[config.mk]
export PLATFORM = sky130hd
export DESIGN_NAME = riscv_multicycle_controller
export DESIGN_NICKNAME = d
export VERILOG_FILES = /design/src/rtl/riscv_multicycle_controller.sv
export SDC_FILE = /design/constraint.sdc
export NUM_CORES = 1
export LEC_CHECK = 0
export CAP_MARGIN = 30
export CELL_PAD_IN_SITES_DETAIL_PLACEMENT = 1
export CELL_PAD_IN_SITES_GLOBAL_PLACEMENT = 1
export CORE_AREA = 2 2 82 84
export DETAILED_ROUTE_END_ITERATION = 16
export DIE_AREA = 0 0 84 86
export PLACE_DENSITY = 0.78
export SKIP_LAST_GASP = 1
export SYNTH_ARGS = -nofsm -noshare
export SYNTH_HDL_FRONTEND = slang
export SYNTH_SLANG_ARGS = --single-unit
[constraint.sdc]
create_clock -name CLK -period 2.4 [get_ports CLK]
set_input_delay 0.48 -clock CLK [delete_from_list [all_inputs] [get_ports CLK]]
set_output_delay 0.48 -clock CLK [all_outputs]
set_load 0.01 [all_outputs]
[src/rtl/riscv_multicycle_controller.sv]
// riscv_multicycle_controller: multicycle RISC-V main control FSM with retired-instruction counter.
// Optional ILLEGAL_TRAP_EN: illegal opcodes park the FSM in TRAP until reset.
module riscv_multicycle_controller #(
    parameter int CNT_W = 32
) (
    input  logic             CLK,
    input  logic             RST,
    input  logic [6:0]       opcode,
    input  logic             Zero,
    output logic [1:0]       ALUOP,
    output logic [1:0]       ALUSrcA,
    output logic [1:0]       ALUSrcB,
    output logic [1:0]       ResultSrc,
    output logic [1:0]       ImmSrc,
    output logic             AdrSrc,
    output logic             IRWrite,
    output logic             PCWrite,
    output logic             RegWrite,
    output logic             MemWrite,
    output logic             Illegal,
    output logic [CNT_W-1:0] InstRet
);
    localparam logic [3:0] S_FETCH    = 4'd0;
    localparam logic [3:0] S_DECODE   = 4'd1;
    localparam logic [3:0] S_MEMADR   = 4'd2;
    localparam logic [3:0] S_MEMREAD  = 4'd3;
    localparam logic [3:0] S_MEMWRITE = 4'd4;
    localparam logic [3:0] S_MEMWB    = 4'd5;
    localparam logic [3:0] S_EXECR    = 4'd6;
    localparam logic [3:0] S_EXECI    = 4'd7;
    localparam logic [3:0] S_ALUWB    = 4'd8;
    localparam logic [3:0] S_BEQ      = 4'd9;
    localparam logic [3:0] S_JAL      = 4'd10;
`ifdef ILLEGAL_TRAP_EN
    localparam logic [3:0] S_TRAP     = 4'd11;
    localparam logic [3:0] S_ILLEGAL  = S_TRAP;
`else
    localparam logic [3:0] S_ILLEGAL  = S_FETCH;
`endif
    localparam logic [6:0] OP_LW  = 7'b0000011;
    localparam logic [6:0] OP_SW  = 7'b0100011;
    localparam logic [6:0] OP_R   = 7'b0110011;
    localparam logic [6:0] OP_I   = 7'b0010011;
    localparam logic [6:0] OP_BEQ = 7'b1100011;
    localparam logic [6:0] OP_JAL = 7'b1101111;

    logic [3:0]       state_q, state_d;
    logic [CNT_W-1:0] inst_ret_q, inst_ret_d;
    logic             retire;

    always_comb begin
        state_d = S_FETCH;
        case (state_q)
            S_FETCH:   state_d = S_DECODE;
            S_DECODE:  state_d = (opcode == OP_LW || opcode == OP_SW) ? S_MEMADR :
                                 (opcode == OP_R)   ? S_EXECR :
                                 (opcode == OP_I)   ? S_EXECI :
                                 (opcode == OP_BEQ) ? S_BEQ   :
                                 (opcode == OP_JAL) ? S_JAL   : S_ILLEGAL;
            S_MEMADR:  state_d = (opcode == OP_LW) ? S_MEMREAD : S_MEMWRITE;
            S_MEMREAD: state_d = S_MEMWB;
            S_EXECR, S_EXECI, S_JAL: state_d = S_ALUWB;
`ifdef ILLEGAL_TRAP_EN
            S_TRAP:    state_d = S_TRAP;
`endif
            default:   state_d = S_FETCH;
        endcase
    end

    // Every state that leads back to FETCH (other than an illegal skip) completes an instruction.
    assign retire     = (state_q == S_MEMWB) || (state_q == S_MEMWRITE) ||
                        (state_q == S_ALUWB) || (state_q == S_BEQ);
    assign inst_ret_d = inst_ret_q + {{(CNT_W-1){1'b0}}, retire};

    always_ff @(posedge CLK or negedge RST) begin
        if (!RST) begin
            state_q    <= S_FETCH;
            inst_ret_q <= '0;
        end else begin
            state_q    <= state_d;
            inst_ret_q <= inst_ret_d;
        end
    end

    always_comb begin
        ALUOP     = 2'b00;
        ALUSrcA   = 2'b00;
        ALUSrcB   = 2'b00;
        ResultSrc = 2'b00;
        AdrSrc    = 1'b0;
        IRWrite   = 1'b0;
        PCWrite   = 1'b0;
        RegWrite  = 1'b0;
        MemWrite  = 1'b0;
        case (state_q)
            S_FETCH:    begin IRWrite = 1'b1; ALUSrcB = 2'b10; ResultSrc = 2'b10; PCWrite = 1'b1; end
            S_DECODE:   begin ALUSrcA = 2'b01; ALUSrcB = 2'b01; end
            S_MEMADR:   begin ALUSrcA = 2'b10; ALUSrcB = 2'b01; end
            S_MEMREAD:  AdrSrc = 1'b1;
            S_MEMWRITE: begin AdrSrc = 1'b1; MemWrite = 1'b1; end
            S_MEMWB:    begin ResultSrc = 2'b01; RegWrite = 1'b1; end
            S_EXECR:    begin ALUSrcA = 2'b10; ALUOP = 2'b10; end
            S_EXECI:    begin ALUSrcA = 2'b10; ALUSrcB = 2'b01; ALUOP = 2'b10; end
            S_ALUWB:    RegWrite = 1'b1;
            S_BEQ:      begin ALUSrcA = 2'b10; ALUOP = 2'b01; PCWrite = Zero; end
            S_JAL:      begin ALUSrcA = 2'b01; ALUSrcB = 2'b10; PCWrite = 1'b1; end
            default:    ;
        endcase
    end

    assign ImmSrc  = (opcode == OP_SW)  ? 2'b01 :
                     (opcode == OP_BEQ) ? 2'b10 :
                     (opcode == OP_JAL) ? 2'b11 : 2'b00;
`ifdef ILLEGAL_TRAP_EN
    assign Illegal = (state_q == S_TRAP);
`else
    assign Illegal = 1'b0;
`endif
    assign InstRet = inst_ret_q;
endmodule
Word-level counts from Yosys, hierarchy flattened:

Cells that the tools add are included.
Widths: inputs -> output; s select.

* output and inout bits: 48
* register bits: 36
* word-level logic and storage cells: 51
* input port bits: 10

* reduce and logical (&&, ||, !) cells: 13
* muxes and demuxes: 19
* equality and inequality tests: 16
* $add $sub $neg: 1

Operator list (number)
* $add 32x1->32: 1
* $mux 4: 5
* $pmux 4 s5: 1
* $eq 4x3->1 const B: 4
* $pmux 2 s2: 4
* $eq 7x6->1 const B: 2
* $eq 7x7->1 const B: 2
* $eq 4x4->1 const B: 3
* $reduce_or 2->1: 5
* $eq 4x2->1 const B: 2
* $eq 7x2->1 const B: 1
* $eq 7x5->1 const B: 1
* $mux 2: 3
* $reduce_or 3->1: 2
* $eq 4x1->1 const B: 1
* $logic_not 4->1: 1
* $logic_or 1x1->1: 4
* $mux 1: 4
* $reduce_or 4->1: 1
* $mux 3: 1
* $pmux 1 s2: 1

Logic depth before layout (Yosys ltp):

* word-level depth: 7
* depth in mapped cells: 11

Worst setup path after synthesis:

Ideal clock, no wire load.

* path type: register to register
* start point: register state_q[2]
* end point: register inst_ret_q[20] (netlist: InstRet[20])
* path slack: -0.071 ns
* data required time: 2.321 ns
* path buffers: 3
* data arrival time: 2.392 ns
* cell stages (with the launch flop): 12
* path through: dfrtp_1 -> clkbuf_1 -> nand2b_1 -> a21oi_1 -> ha_1 -> ha_1 -> and4_1 -> buf_4 -> or4b_1 -> buf_2 -> nor3_2 -> xor2_1

* cells in the longest elaborated chain, start to end: 5
* elaborated cells on any way between the ends: 8
* those cells by class: 1 x add/sub; 4 x eq/ne; 3 x reduce/logical

RTL lines
* start, declared: line 47 `logic [3:0] state_q, state_d;`
* start signal, assigned: line 80 `state_q <= state_d;`
* $eq 4x3->1: line 71 `assign retire = (state_q == S_MEMWB) || (state_q == S_MEMWRITE) ||`
* $logic_or 1x1->1 (2 in series): line 71
* $logic_or 1x1->1 *: line 72 `(state_q == S_ALUWB) || (state_q == S_BEQ);`
* $add 32x1->32 *: line 73 `assign inst_ret_d = inst_ret_q + {{(CNT_W-1){1'b0}}, retire};`
* named net inst_ret_d[20]: line 48 `logic [CNT_W-1:0] inst_ret_q, inst_ret_d;`
* end signal, assigned: line 81 `inst_ret_q <= inst_ret_d;`
* end, declared: line 48

Mark *: on every way through the listed nets, which the timed path passes. The rest lies on a longest branch.

Worst setup path in the final report:

* start point: register state_q[3]
* end point: output port PCWrite

* cells in the longest elaborated chain, start to end: 3
* elaborated cells on any way between the ends: 5
* those cells by class: 2 x eq/ne; 1 x mux; 2 x reduce/logical

RTL lines
* $eq 4x4->1 / $logic_not 4->1 (equally long branches): line 95 `case (state_q)`
* $reduce_or 2->1 (no line)
* $pmux 1 s2 *: line 95
* end, declared: line 17 `output logic PCWrite,`

Every way passes the cells marked *; elsewhere a longest branch is shown, timed or not.

==> impl_metrics.tcl <==
set metrics [dict create \
    yosys.area_share.simple_pct 28.8 \
    fmax_mhz 430 \
    dp_hpwl_um 3900 \
    antenna_left 0 \
    synth_cells 206 \
    synth_area_um2 1990 \
    diodes 0 \
    synthAdderAreaFrac_pct 1.89 \
    ys.flop_type "dfrtp_1" \
    whs_path_depth 1 \
    finalHoldWorstSlack_ns 0.472 \
    synth-xor-area-share_pct 14.5 \
    hold_start "InstRet[31]" \
    maxCapViolations 0 \
    required_ns 1.92 \
    final_cell_mix "clkdlybuf4s50_1 (53), dfrtp_1 (32), buf_4 (22)" \
    syn_nets 219 \
    clockBufferDepth 2 \
    syn2layout_area_growth_pct 46.7 \
    route.detailed.drc 0 \
    synth_top_family_by_area "simple AND/OR/NAND/NOR gates" \
    synth_cell_types 43 \
    insertion_delay_ns 0.29 \
    crit_path_start_kind "flip-flop" \
    antenna_found_initial 0 \
    die_w_um 84 \
    first_pass_iters 2 \
    fin_util_pct 46.5 \
    via_per_inst 5.05 \
    p_int_mw 1.19 \
    avgSynthCellArea_um2 9.66 \
    path_cells "buf_4 -> xor2_1 -> nor3_2 -> a21o_1 -> clkdlybuf4s50_1" \
    power_mw 1.68 \
    holdPathEnd "InstRet[31]" \
    power_frac_clock_pct 31.6 \
    drive_gt1_share_pct 19.3 \
    worstPathArrival_ns 1.84 \
    synth_seq_area_share_pct 45.3 \
    yosysWarningCount 0 \
    grt_max_degree 37 \
    io_pins 58 \
    place_inst 345 \
    crit_family "buffers and inverters" \
    setup_tns_ns 0 \
    placed_area_um2 2750 \
    p_sw_uw 482 \
    nNetsFinal 292 \
    finalCriticalPeriod_ns 2.32 \
    rows 29 \
    cp-end-kind "output port" \
    grt_pass1_vias 1878 \
    cts_buffers 5 \
    r2r-start "state_q[2]" \
    setup_viol 0 \
    peakVddDrop_uv 334 \
    detail_route.wirelength_um 5200 \
    design_area_um2 2920 \
    synth_edf_count 0 \
    cts_max_level 2 \
    synthMuxAreaShare_pct 0 \
    comb_power_share_pct 25.9 \
    min_path_type "flip-flop to flip-flop" \
    fp.coreArea_um2 6280 \
    cts_tree "yes" \
    die_area_um2 7220 \
    r2r_slack_ns 0.14 \
    worstPathMaxFanout 12 \
    timing.rr.end "InstRet[16]" \
    die_h_um 86 \
    fin_ws_ns 0.0767 \
    final_common_cell "clkdlybuf4s50_1" \
    grt-ovfl-total 0 \
    cp_slowest_cell "clkdlybuf4s50_1" \
    gp_congestion 0.763 \
    portBuffers 56 \
    finalCritPeriodShare_pct 96.8 \
    holdBufCountCts 0 \
    wire_per_inst_um 14.6 \
    cp_num_buf_inv 2 \
    cpPeakStageDelay_ns 0.53 \
    cellLeakagePower_nw 1.26 \
    async_reset_ff_share_pct 100 \
    cts_root_buf "clkbuf_8" \
    r2r_cells 8 \
    via_count 1802 \
    pre_cts_ws_ns -0.311 \
    cts.sink_count 36 \
    finalHoldViolCount 0 \
    final_cells 357 \
    grt_pass1_wl_um 8850 \
    status "finished clean" \
    synth-seq-cells 36 \
    grtUsageTotal_pct 15.1 \
    power.density_nw_per_um2 574 \
    synth_compound_area_share_pct 4.97 \
    rsz0062_at_grt "yes" \
    swShare_pct 28.8 \
    initial_core_util_pct 31.7 \
    worstSetupPathType "flip-flop to output port" \
    slew_viol_final 0 \
    p_seq_share_pct 42.4 \
    first_iter_violations 66 \
    skew_ns 0.00719 \
    clk_pin_slew_ns 0.08 \
]
cell usage after synthesis, drive strengths merged, types with 2 or more instances:
library cell / count / area (um^2)
and3: 4 / 25.0
nor2: 19 / 71.3
xnor2: 18 / 158
or4: 2 / 18.8
nand4: 8 / 56.3
nor4: 9 / 83.8
dfrtp: 36 / 901
nand2: 14 / 52.6
a211oi: 2 / 15.0
o21ai: 3 / 15.0
nand3: 12 / 60.1
xor2: 15 / 131
and4: 2 / 17.5
ha: 3 / 37.5
a21oi: 6 / 30.0
nor3: 9 / 50.1
buf: 7 / 37.5
or3: 6 / 37.5
nand2b: 3 / 18.8
inv: 8 / 30.0
nor4b: 2 / 23.8
clkbuf: 5 / 18.8
cells by family (layout without fill, tap and decap cells):
family,count (synthesis),count (layout)
AOI/OAI and AO/OA,16,16
xor gates and xnor gates,33,33
adders and majority gates,3,3
buffers and inverters,20,94
DFF,36,36
other,1,1
and+or+nand+nor,97,97
repair_timing:
| action | 4_1_cts | 5_1_grt |
|---|---|---|
| gates resized for setup | 9 | 8 |
| pin swaps | 0 | 0 |
| buffers inserted | 0 | 4 |
| endpoints found under the setup margin | 8 | 5 |
state kept, by name, indices dropped and copies added, names as in the netlist:
register and cells:
InstRet 32, state_q 4
routing by layer:
metal	track usage, %	wire [um]	part of all wire, %
met5	0	0	0
met3	4.33	289	5.6
met2	25.9	2590	50
met4	4.40	65	1.3
met1	18.6	2260	43
final cells by class:
cell class / count / area (um^2)
fill: 725 / 3360
tap: 77 / 96.3
multi-input combinational: 150 / 1060
inverter: 8 / 30.0
sequential: 36 / 906
clock inverter: 3 / 42.5
clock buffer: 5 / 68.8
timing repair buffer: 78 / 718
power groups by stage:
stage          clock (mW)  sequential, mW  combinational [mW]
2_1_floorplan           0           0.711               0.170
3_3_place_gp            0           0.717               0.419
3_5_place_dp            0           0.718               0.426
4_1_cts             0.550           0.709               0.436
5_1_grt             0.577           0.724               0.484
6_report            0.530           0.711               0.435
how the worst max path moves through the flow:
stage,from,end,slack (ns),cells past startpoint
4_1_cts,opcode[6],ImmSrc[0],-0.03,5
3_3_place_gp,opcode[6],ImmSrc[0],-0.30,5
3_5_place_dp,opcode[6],ImmSrc[0],-0.31,5
5_1_grt,state_q[0],ALUSrcA[0],-0.03,5
2_1_floorplan,state_q[2],InstRet[20],0.01,11
6_report,state_q[3],PCWrite,0.08,5
(Power assumes the default switching activity.)
